[config.mk]
export PLATFORM = sky130hd
export DESIGN_NAME = uart_rx_ext_flat
export DESIGN_NICKNAME = d
export VERILOG_FILES = /design/src/rtl/uart_rx_ext_if.sv /design/src/rtl/uart_rx_ext.sv /design/src/flat_wrapper.sv
export SDC_FILE = /design/constraint.sdc
export NUM_CORES = 1
export LEC_CHECK = 0
export ABC_AREA = 1
export CORE_MARGIN = 5
export CORE_UTILIZATION = 48
export CTS_CLUSTER_SIZE = 20
export DETAILED_ROUTE_END_ITERATION = 10
export GPL_TIMING_DRIVEN = 0
export PLACE_DENSITY = 0.79
export SETUP_SLACK_MARGIN = 0.2
export SYNTH_ARGS = -nofsm -noshare
export SYNTH_HDL_FRONTEND = slang
export SYNTH_SLANG_ARGS = --single-unit
[constraint.sdc]
create_clock -name clk -period 2.2 [get_ports clk]
set_input_delay 0.22 -clock clk [delete_from_list [all_inputs] [get_ports clk]]
set_output_delay 0.22 -clock clk [all_outputs]
set_load 0.02 [all_outputs]
[src/rtl/uart_rx_ext_if.sv]
// Serial-in / word-out signal bundle for uart_rx_ext.
// slave = the receiver, master = line driver plus word consumer.
interface uart_rx_ext_if #(
    parameter int unsigned DATA_WIDTH = 8
);
    logic                  RxD;
    logic [DATA_WIDTH-1:0] RxData;
    logic                  valid_rx;
    logic                  parity_err;
    logic                  frame_err;
    logic                  break_det;
    logic                  busy;

    modport master (
        output RxD,
        input  RxData, valid_rx, parity_err, frame_err, break_det, busy
    );

    modport slave (
        input  RxD,
        output RxData, valid_rx, parity_err, frame_err, break_det, busy
    );
endinterface

[src/rtl/uart_rx_ext.sv]
// Oversampling UART receiver with configurable frame format, 3-sample majority vote,
// and parity / framing / break detection.
module uart_rx_ext #(
    parameter int unsigned DATA_WIDTH = 8,
    parameter int unsigned CLK_FREQ   = 1_600_000,
    parameter int unsigned BAUD_RATE  = 10_000,
    parameter int unsigned OVERSAMPLE = 16,
    parameter int unsigned PARITY     = 0,
    parameter int unsigned STOP_BITS  = 1
) (
    input logic          clk,
    input logic          reset,
    uart_rx_ext_if.slave rx
);
    localparam int unsigned DIV_RAW = CLK_FREQ / (BAUD_RATE * OVERSAMPLE);
    localparam int unsigned DIV     = (DIV_RAW < 1) ? 1 : DIV_RAW;
    localparam int unsigned CW      = (DIV > 1) ? $clog2(DIV) : 1;
    localparam int unsigned TW      = $clog2(OVERSAMPLE);
    localparam int unsigned BW      = $clog2(DATA_WIDTH);

    localparam logic [CW-1:0] DIV_LAST = CW'(DIV - 1);
    localparam logic [TW-1:0] T_LAST   = TW'(OVERSAMPLE - 1);
    localparam logic [TW-1:0] T_S0     = TW'(OVERSAMPLE / 2 - 1);
    localparam logic [TW-1:0] T_S1     = TW'(OVERSAMPLE / 2);
    localparam logic [TW-1:0] T_DEC    = TW'(OVERSAMPLE / 2 + 1);
    localparam logic [BW-1:0] BIT_LAST = BW'(DATA_WIDTH - 1);
    localparam logic          STOP_LAST = 1'(STOP_BITS - 1);
    localparam logic          ODD_PAR  = (PARITY == 2);

    typedef enum logic [2:0] {
        ST_IDLE, ST_START, ST_DATA, ST_PARITY, ST_STOP, ST_BREAK
    } state_t;

    state_t                state_q;
    logic                  sync1_q, sync2_q, prev_q, armed_q;
    logic [CW-1:0]         div_q;
    logic [TW-1:0]         tcnt_q, tcnt_d;
    logic [BW-1:0]         bitn_q;
    logic                  stopn_q;
    logic                  v0_q, v1_q;
    logic [DATA_WIDTH-1:0] sh_q, data_q;
    logic                  par_q, zero_q, perr_pend_q, ferr_acc_q, brk_pend_q;
    logic                  valid_q, perr_q, ferr_q, brk_q, busy_q;
    logic                  rxs, tick, decide, vote, fall, ferr_now, brk_now;

    assign rxs = sync2_q;

    always_comb begin
        tick     = (div_q == DIV_LAST);
        tcnt_d   = (tcnt_q == T_LAST) ? '0 : tcnt_q + 1'b1;
        decide   = tick && (tcnt_d == T_DEC);
        vote     = (v0_q & v1_q) | (v0_q & rxs) | (v1_q & rxs);
        fall     = armed_q & prev_q & ~rxs;
        ferr_now = ferr_acc_q | ~vote;
        brk_now  = (stopn_q == 1'b0) ? (zero_q & ~vote) : brk_pend_q;
    end

    always_ff @(posedge clk or posedge reset) begin
        if (reset) begin
            state_q     <= ST_IDLE;
            sync1_q     <= 1'b1;
            sync2_q     <= 1'b1;
            prev_q      <= 1'b0;
            armed_q     <= 1'b0;
            div_q       <= '0;
            tcnt_q      <= '0;
            bitn_q      <= '0;
            stopn_q     <= 1'b0;
            v0_q        <= 1'b1;
            v1_q        <= 1'b1;
            sh_q        <= '0;
            par_q       <= 1'b0;
            zero_q      <= 1'b0;
            perr_pend_q <= 1'b0;
            ferr_acc_q  <= 1'b0;
            brk_pend_q  <= 1'b0;
            data_q      <= '0;
            valid_q     <= 1'b0;
            perr_q      <= 1'b0;
            ferr_q      <= 1'b0;
            brk_q       <= 1'b0;
            busy_q      <= 1'b0;
        end else begin
            sync1_q <= rx.RxD;
            sync2_q <= sync1_q;
            prev_q  <= rxs;
            // Arm only once the whole synchroniser pipe shows high, so the
            // reset value of the flops cannot fake an idle line.
            if (rxs && prev_q && sync1_q) armed_q <= 1'b1;
            valid_q <= 1'b0;
            div_q   <= tick ? '0 : div_q + 1'b1;
            if (tick) tcnt_q <= tcnt_d;
            if (tick && tcnt_d == T_S0) v0_q <= rxs;
            if (tick && tcnt_d == T_S1) v1_q <= rxs;

            case (state_q)
                ST_IDLE: begin
                    busy_q <= 1'b0;
                    if (fall) begin
                        state_q     <= ST_START;
                        busy_q      <= 1'b1;
                        armed_q     <= 1'b0;
                        div_q       <= '0;
                        tcnt_q      <= '0;
                        bitn_q      <= '0;
                        stopn_q     <= 1'b0;
                        par_q       <= 1'b0;
                        zero_q      <= 1'b1;
                        perr_pend_q <= 1'b0;
                        ferr_acc_q  <= 1'b0;
                        brk_pend_q  <= 1'b0;
                    end
                end
                ST_START: begin
                    if (decide) begin
                        if (vote) begin
                            state_q <= ST_IDLE;
                            busy_q  <= 1'b0;
                        end else begin
                            state_q <= ST_DATA;
                        end
                    end
                end
                ST_DATA: begin
                    if (decide) begin
                        sh_q   <= {vote, sh_q[DATA_WIDTH-1:1]};
                        par_q  <= par_q ^ vote;
                        zero_q <= zero_q & ~vote;
                        bitn_q <= bitn_q + 1'b1;
                        if (bitn_q == BIT_LAST)
                            state_q <= (PARITY != 0) ? ST_PARITY : ST_STOP;
                    end
                end
                ST_PARITY: begin
                    if (decide) begin
                        perr_pend_q <= vote ^ par_q ^ ODD_PAR;
                        zero_q      <= zero_q & ~vote;
                        state_q     <= ST_STOP;
                    end
                end
                ST_STOP: begin
                    if (decide) begin
                        if (stopn_q == STOP_LAST) begin
                            data_q  <= sh_q;
                            perr_q  <= perr_pend_q;
                            ferr_q  <= ferr_now;
                            brk_q   <= brk_now;
                            valid_q <= 1'b1;
                            if (brk_now) begin
                                state_q <= ST_BREAK;
                            end else begin
                                state_q <= ST_IDLE;
                                busy_q  <= 1'b0;
                                armed_q <= 1'b0;
                            end
                        end else begin
                            stopn_q    <= 1'b1;
                            ferr_acc_q <= ferr_now;
                            brk_pend_q <= brk_now;
                        end
                    end
                end
                ST_BREAK: begin
                    if (rxs) begin
                        state_q <= ST_IDLE;
                        busy_q  <= 1'b0;
                    end
                end
                default: state_q <= ST_IDLE;
            endcase
        end
    end

    assign rx.RxData     = data_q;
    assign rx.valid_rx   = valid_q;
    assign rx.parity_err = perr_q;
    assign rx.frame_err  = ferr_q;
    assign rx.break_det  = brk_q;
    assign rx.busy       = busy_q;
endmodule
[src/flat_wrapper.sv]
// flat-port wrapper written by rule: the top's interface ports become plain ports
module uart_rx_ext_flat 
#(
    parameter int unsigned DATA_WIDTH = 8,
    parameter int unsigned CLK_FREQ   = 1_600_000,
    parameter int unsigned BAUD_RATE  = 10_000,
    parameter int unsigned OVERSAMPLE = 16,
    parameter int unsigned PARITY     = 0,
    parameter int unsigned STOP_BITS  = 1
)
  (clk, reset, rx_RxD, rx_RxData, rx_valid_rx, rx_parity_err, rx_frame_err, rx_break_det, rx_busy);
  uart_rx_ext_if #(.DATA_WIDTH(DATA_WIDTH)) rx_i ();
  input logic clk;
  input logic reset;
  input wire logic [$bits(rx_i.RxD)-1:0] rx_RxD;
  output wire logic [$bits(rx_i.RxData)-1:0] rx_RxData;
  output wire logic [$bits(rx_i.valid_rx)-1:0] rx_valid_rx;
  output wire logic [$bits(rx_i.parity_err)-1:0] rx_parity_err;
  output wire logic [$bits(rx_i.frame_err)-1:0] rx_frame_err;
  output wire logic [$bits(rx_i.break_det)-1:0] rx_break_det;
  output wire logic [$bits(rx_i.busy)-1:0] rx_busy;
  assign rx_i.RxD = rx_RxD;
  assign rx_RxData = rx_i.RxData;
  assign rx_valid_rx = rx_i.valid_rx;
  assign rx_parity_err = rx_i.parity_err;
  assign rx_frame_err = rx_i.frame_err;
  assign rx_break_det = rx_i.break_det;
  assign rx_busy = rx_i.busy;
  uart_rx_ext #(.DATA_WIDTH(DATA_WIDTH), .CLK_FREQ(CLK_FREQ), .BAUD_RATE(BAUD_RATE), .OVERSAMPLE(OVERSAMPLE), .PARITY(PARITY), .STOP_BITS(STOP_BITS)) u_core (.clk(clk), .reset(reset), .rx(rx_i));
endmodule
==> out/summary.md <==
After filler insertion, the fill cell instance count of the layout stands at 413. The DRC marker count from the first detailed-route iteration is 120, and the per-cell via count in the routed design is 4.99. The tools report the total non-filler cell area in the finished layout as 0.00249 mm². Critical-path cell with the highest stage delay: dfrtp_1.

Relative to the synthesized area, the layout overhead comes to 17.4%. The worst voltage drop across the vdd grid came out at 0.649 mV. In this run the power density over the cells is 884 mW/mm². The diode insertion count for antenna repair was 0; the number of failing hold endpoints at the final stage was 0. The most critical setup path has its startpoint at u_core.tcnt_q[1]. The run gives 0.00212 mm² as the post-synthesis instance area. The worst path in the final design needs a cycle of 1.80 ns, including I/O delays and setup. The tools report the via count of the routed design as 1581.

The cell family contributing the most delay on the critical path is simple AND/OR/NAND/NOR gates. The post-route netlist has 14.7% of its cells at a drive strength greater than 1. The total overflow reported by the global router came out at 0. The critical path contains buffers and inverters numbering 2 combined. The maximum fanout encountered on the critical timing path is 10. The run gives 2.39 ns as the required time at the endpoint of the critical path. The multi-input combinational cells in the finished layout cover a total of 865 µm². Measured along the x axis, the die boundary spans 76.4 µm. The detailed placer's ending HPWL was 2690 µm; the maximum number of pins on one net before global-route repair was 46.

The share of the Yosys chip area taken by registers is 53.4%. For this design, the CTS-stage hold fixing added 0 buffers. A synthesized cell averages 8.90 µm². The minimum setup slack among reg-to-reg paths was 0.40 ns; the stage delay of the slowest cell on the critical path was 0.45 ns. The post-synthesis sequential element count is 45. Synthesis warning total: 0. The tools report the TritonCTS buffer count as 5.

The flow ran to the end, and the final reports show no timing, DRC or antenna violations. After the last flow step, the layout net total stands at 273. The run gives 247 as the total nets after synthesis. The placed instance count is 306. The worst setup path is of the register to register kind. Of all cell types, the one taking the most synthesized area is dfrtp_1. Measured in cells, the most critical reg-to-reg path has a length of 10. The count of unique library cells instantiated by Yosys was 28. Slew at the pin with the worst max-slew slack: 0.677 ns. Data arrives at the worst endpoint at 1.99 ns. Counting every instance in the synthesized netlist gives 238. Post-route antenna net violation count: 0.

The number of port buffers works out to 15. The number of global-route vias before repair was 1494; the clock insertion delay at the later pin of the skew report was 0.30 ns. The logs give 0.00432 mm² for the area of the placeable core and 2 for the worst-case clock buffer depth. TritonCTS built the clock tree. The cell leakage power was 1.21 nW; the clock sink count was 45. After detailed routing, the number of remaining DRC violations is 0.

For this run, the number of standard cells in the final layout without fillers is 317. The run gives 0.556 GHz as the timing-limited maximum frequency. The logs give 0 for the number of setup violations in the final report and 6670 µm for the first-pass GRT wire length.

The number of maximum-capacitance constraint violations came out at 0. Clock tree synthesis selected as its root buffer the cell clkbuf_8. The chip height was 76.4 µm; the clock transition at the registers of the reported paths was 0.08 ns. The total die area came out at 0.00584 mm². In the layout the commonest cells are nand2_1, dfrtp_1, inv_1, o21ai_0. Before antenna repair, the detailed router went through 4 iterations.

The accumulated negative setup slack was 0 ns. Sort of element at the end of the critical path: a register. The cell repeated most along the worst path was nand2_1.

For this design the top-level I/O count stands at 16. The tools report the deepest level of the CTS H-tree as 2. Class of the tightest hold or removal check: primary input to async pin. The final RePlAce weighted congestion was 0.821. Setup repair after global routing left no endpoint under its margin. Between clock sinks in the finished design, the worst skew comes to 0.00761 ns. The sequential cells in the finished layout cover a total of 0.00113 mm². After detailed routing, the average wire length per cell comes to 11.9 µm.

In the global route stage, overall resource usage came out at 13.9%. The run gives 57.5% as the final core area utilization. Most common cell after layout, fill and taps aside: nand2_1. The startpoint of the worst register-to-register path is u_core.tcnt_q[1].

The number of pins with negative max-slew slack in the final report is 0. For this block, the routed nets add up to 3770 µm of wire. In this run the cell area measured after placement is 0.00235 mm².

Summed over its instances, the top area cell type makes up 48.4% of the synthesized netlist area. The startpoint type of the worst setup path is a register. The initial antenna violation count came out at 0. The starting utilization of the core area is 49.0%. The signal on the critical path passes through ha_2 > nand2_1 > nand3_1 > nand2_2 > nand3_4 > nor2_8 > inv_4 > buf_6 > nand2_1 > nand2_1. Measured against its own limit, the worst slew margin works out to 54.4%.

Ranked by total cell area, the synthesized netlist is headed by dfrtp_1, nand2_1, inv_1, dfstp_2, o21ai_0. In this run the critical register-to-register path is captured at u_core.rx.RxData[0]. The initialized floorplan defines 24 standard-cell rows.

Of the available clock period, the critical path in the final layout requires 81.7%.
Yosys cell counts:
master and count:
inv_4 1, nor2_4 2, nor4_1 1, nand2_2 1, o22ai_1 2, o21ai_2 6
nand4_1 2, xnor2_2 1, dfstp_2 4, a21oi_4 1, inv_2 2, dfrtp_1 41
nand3_1 13, a21oi_1 4, xor2_1 2, inv_1 30, ha_1 6, buf_6 2
nand2_1 73, nor3b_1 1, o21ai_0 21, nor2_8 1, nor2_1 15, nor2b_1 1
nand3_4 1, a2bb2oi_1 1, o21bai_1 1, nor2_2 2
area by class of cell:
| type | count | share of cell area (%) |
|---|---|---|
| flip-flops and latches | 45 | 45.5 |
| inverters | 33 | 5.08 |
| repair buffers | 18 | 7.45 |
| well taps | 52 | 2.62 |
| clock inverters | 3 | 0.906 |
| plain buffers | 2 | 0.906 |
| multi-input cells | 159 | 34.8 |
| clock buffers | 5 | 2.77 |
metal layers:
metal,wire length [µm],global-route usage (%),vias up,share of wire (%)
met2,1800,22.5,28,48
met3,163,4.14,5,4.3
li1,-,-,805,-
met1,1760,17.4,743,47
met5,0,0,-,0
met4,45,5.24,0,1.2
how the worst max path moves through the flow:
stage                     cells after the start  slack (ns)                   to
after floorplan                              10        0.55  u_core.rx.frame_err
after global placement                        2        0.06       u_core.rx.busy
after detailed placement                      9        0.34     u_core.bitn_q[0]
after CTS                                    10        0.33  u_core.rx.RxData[0]
after global routing                         11        0.22    u_core.state_q[1]
final                                        10        0.40  u_core.rx.RxData[0]
stage by stage:
stage               worst slack (ns)  power (mW)  hold WS [ns]
finish                         0.403        2.20         0.256
global route                   0.219        2.38         0.275
CTS                            0.332        2.20         0.264
detailed placement             0.343        1.68         0.358
global placement              0.0607        1.65         0.358
floorplan                      0.552        1.54         0.224
report_power, final:
| part | total, mW | switching, mW | internal, mW |
|---|---|---|---|
| combinational | 0.652 | 0.413 | 0.240 |
| sequential | 1.04 | 0.103 | 0.934 |
| clock | 0.509 | 0.287 | 0.223 |
registers in the layout (all words and copies together), names as in the netlist, 3 cells and up:
name,count
u_core.rx.RxData,8
u_core.sh_q,8
u_core.div_q,4
u_core.tcnt_q,4
u_core.bitn_q,3
u_core.state_q,3
worst min-delay path, cell delays in order:
cell and delay [ns]:
clkdlybuf4s50_1 0.41, inv_2 0.07, buf_12 0.23
timing repair:
| item | 4_1_cts | 5_1_grt |
|---|---|---|
| setup buffers | 0 | 2 |
| endpoints found under the setup margin | 0 | 3 |
| resized for setup | 0 | 3 |
logic make-up after synthesis:
kind of cell | share of synthesized area, %
flops | 53.4
compound gates | 10.5
xor+xnor | 1.60
fa+ha+maj | 3.54
buf+inv | 7.03
simple gates | 23.9
(Power assumes the default switching activity.)
==> RTL change (config.mk and constraints unchanged) <==
`BAUD_RATE` is set to 10_000 in 2 places; all go to 5_000.
--- a/src/rtl/uart_rx_ext.sv
+++ b/src/rtl/uart_rx_ext.sv
@@ -5,3 +5,3 @@
     parameter int unsigned CLK_FREQ   = 1_600_000,
-    parameter int unsigned BAUD_RATE  = 10_000,
+    parameter int unsigned BAUD_RATE  = 5_000,
     parameter int unsigned OVERSAMPLE = 16,
--- a/src/flat_wrapper.sv
+++ b/src/flat_wrapper.sv
@@ -5,3 +5,3 @@
     parameter int unsigned CLK_FREQ   = 1_600_000,
-    parameter int unsigned BAUD_RATE  = 10_000,
+    parameter int unsigned BAUD_RATE  = 5_000,
     parameter int unsigned OVERSAMPLE = 16,
Function: no difference found for any inputs over 10 cycles, from zero or initial values and one cycle with reset high; that may be too few to reach the edited logic, so the function may still have changed.
==> RTL change against the original RTL <==
Total power grew 4.4%; combinational power grew 7.2%; sequential cell count increased by 1; largest power group unchanged; design area rose by 1.5%; routed wire length shrank 3.7%; largest cell class unchanged; worst setup slack got worse by 0.047 ns; non-clock buffer count shrank 1; area after synthesis is 3.6% higher; highest routed layer unchanged.
==> RTL change: results (changes against the original RTL) <==
Outcome
  • Outcome: completed

Timing
  • Hold_ws: 0.130 ns (-0.127 ns)
  • Slew margin rel.: 0.509 (-0.0353)
  • Clk_skew: 0.0129 ns (+0.00530 ns)

Synthesis
  • #FFs+latches synth: 46 (+2.2%)
  • Synth cell count leaders: nand2_1, dfrtp_1, inv_1
  • Synth Net Count: 250 (+1.2%)
  • Share of the yosys chip area belonging to registers: 0.527 (-0.00717)
  • Synthesized area per cell: 9.14 sq um (+2.7%)
  • Post-Synth Adder-Cell Area: 0.0399 (+0.00447)
  • Post-synthesis cell type count: 24 (-14%)
  • Ranking of synthesized cells by area: dfrtp_1, nand2_1, inv_1
  • Synth Area in Compound Gates: 0.104 (-0.00138)
  • Post-synthesis xor/xnor area fraction: 0.0234 (+0.00743)

GRT
  • First-pass GRT wire length: 6630 microns (-0.63%)
  • Met1 Usage GRT: 0.176 (+0.00246)
  • Pin count of the biggest net entering global routing: 40 (-13%)
  • GR Layer Usage met2: 0.209 (-0.0165)
  • Met3 usage in global routing: 0.0301 (-0.0113)
  • Total track usage: 0.134 (-0.00443)

Setup path
  • R2R Setup Slk: 0.36 ns (-0.05 ns)
  • Cell family with most CP delay: simple AND/OR/NAND/NOR gates
  • Reg2reg path depth: 9 (-1)
  • Worst path arrival time: 2.04 ns (+0.05 ns)
  • Max FO, Critical Path: 7 (-3)
  • CP max stage cell: dfrtp_1
  • RR Endpoint: u_core.state_q[0]

Power and ir drop
  • Clk. pwr: 0.530 mW (+4.1%)
  • Pwr Density: 909 nW/um^2 (+2.9%)
  • Net Sw Power: 0.853 mW (+6.4%)
  • Biggest consumer: registers
  • Maximum vdd drop: 500 uV (-23%)
  • Comb pwr share: 0.305 (+0.008)
  • Leakage power: 1.17 nW (-2.7%)

Drt
  • Wire length per cell: 11.5 microns (-3.4%)
  • Vias per inst: 4.88 (-2.2%)
  • Met1 Wirelength: 1670 microns (-5.2%)
  • Met3 WL: 169 microns (+3.7%)
  • Via Count: 1542 (-2.5%)
  • WL met2: 1700 microns (-5.9%)
  • DR iter-0 viols: 83 (-31%)

Finish
  • Layout cells sized above 1: 0.167 (+0.0195)
  • Diode count: 0 (unchanged)
  • Fin util: 0.575 (about the same)
  • Fillers: 390 (-5.6%)

Placement
  • Gpl congestion: 0.833 (+1.4%)
  • Placed insts: 308 (+0.65%)
  • Dpl cell area: 2430 sq um (+3.2%)
  • Detail Placement HPWL: 2700 microns (+0.49%)

Min path
  • Worst min path class: in -> async
-- RTL change: final cells by class --
type,instances,area share
Buffer,3,0.0134
Clock buffer,5,0.0273
Clock inverter,3,0.00942
Inverter,35,0.0521
Multi-Input combinational cell,156,0.346
Sequential cell,46,0.458
Tap cell,52,0.0258
Timing Repair Buffer,16,0.0675
-- RTL change: worst max-delay path by stage --
stage                          start           endpoint  slack (ns)  depth (start not counted)
finish              u_core.tcnt_q[1]  u_core.state_q[0]        0.36                          9
global route              u_core.rxs     u_core.rx.busy        0.24                          9
CTS                 u_core.tcnt_q[1]     u_core.sh_q[7]        0.36                          6
detailed placement  u_core.tcnt_q[1]     u_core.sh_q[7]        0.36                          6
global placement               reset  u_core.state_q[1]        0.02                          2
floorplan           u_core.tcnt_q[0]  u_core.state_q[0]        0.57                          9
-- RTL change: cells by family (layout without fill, tap and decap cells) --
family,Yosys count,count (layout)
simple gates,106,106
buf+inv,38,62
xor+xnor,5,5
compound gates,38,38
flops,46,46
fa+ha+maj,7,7
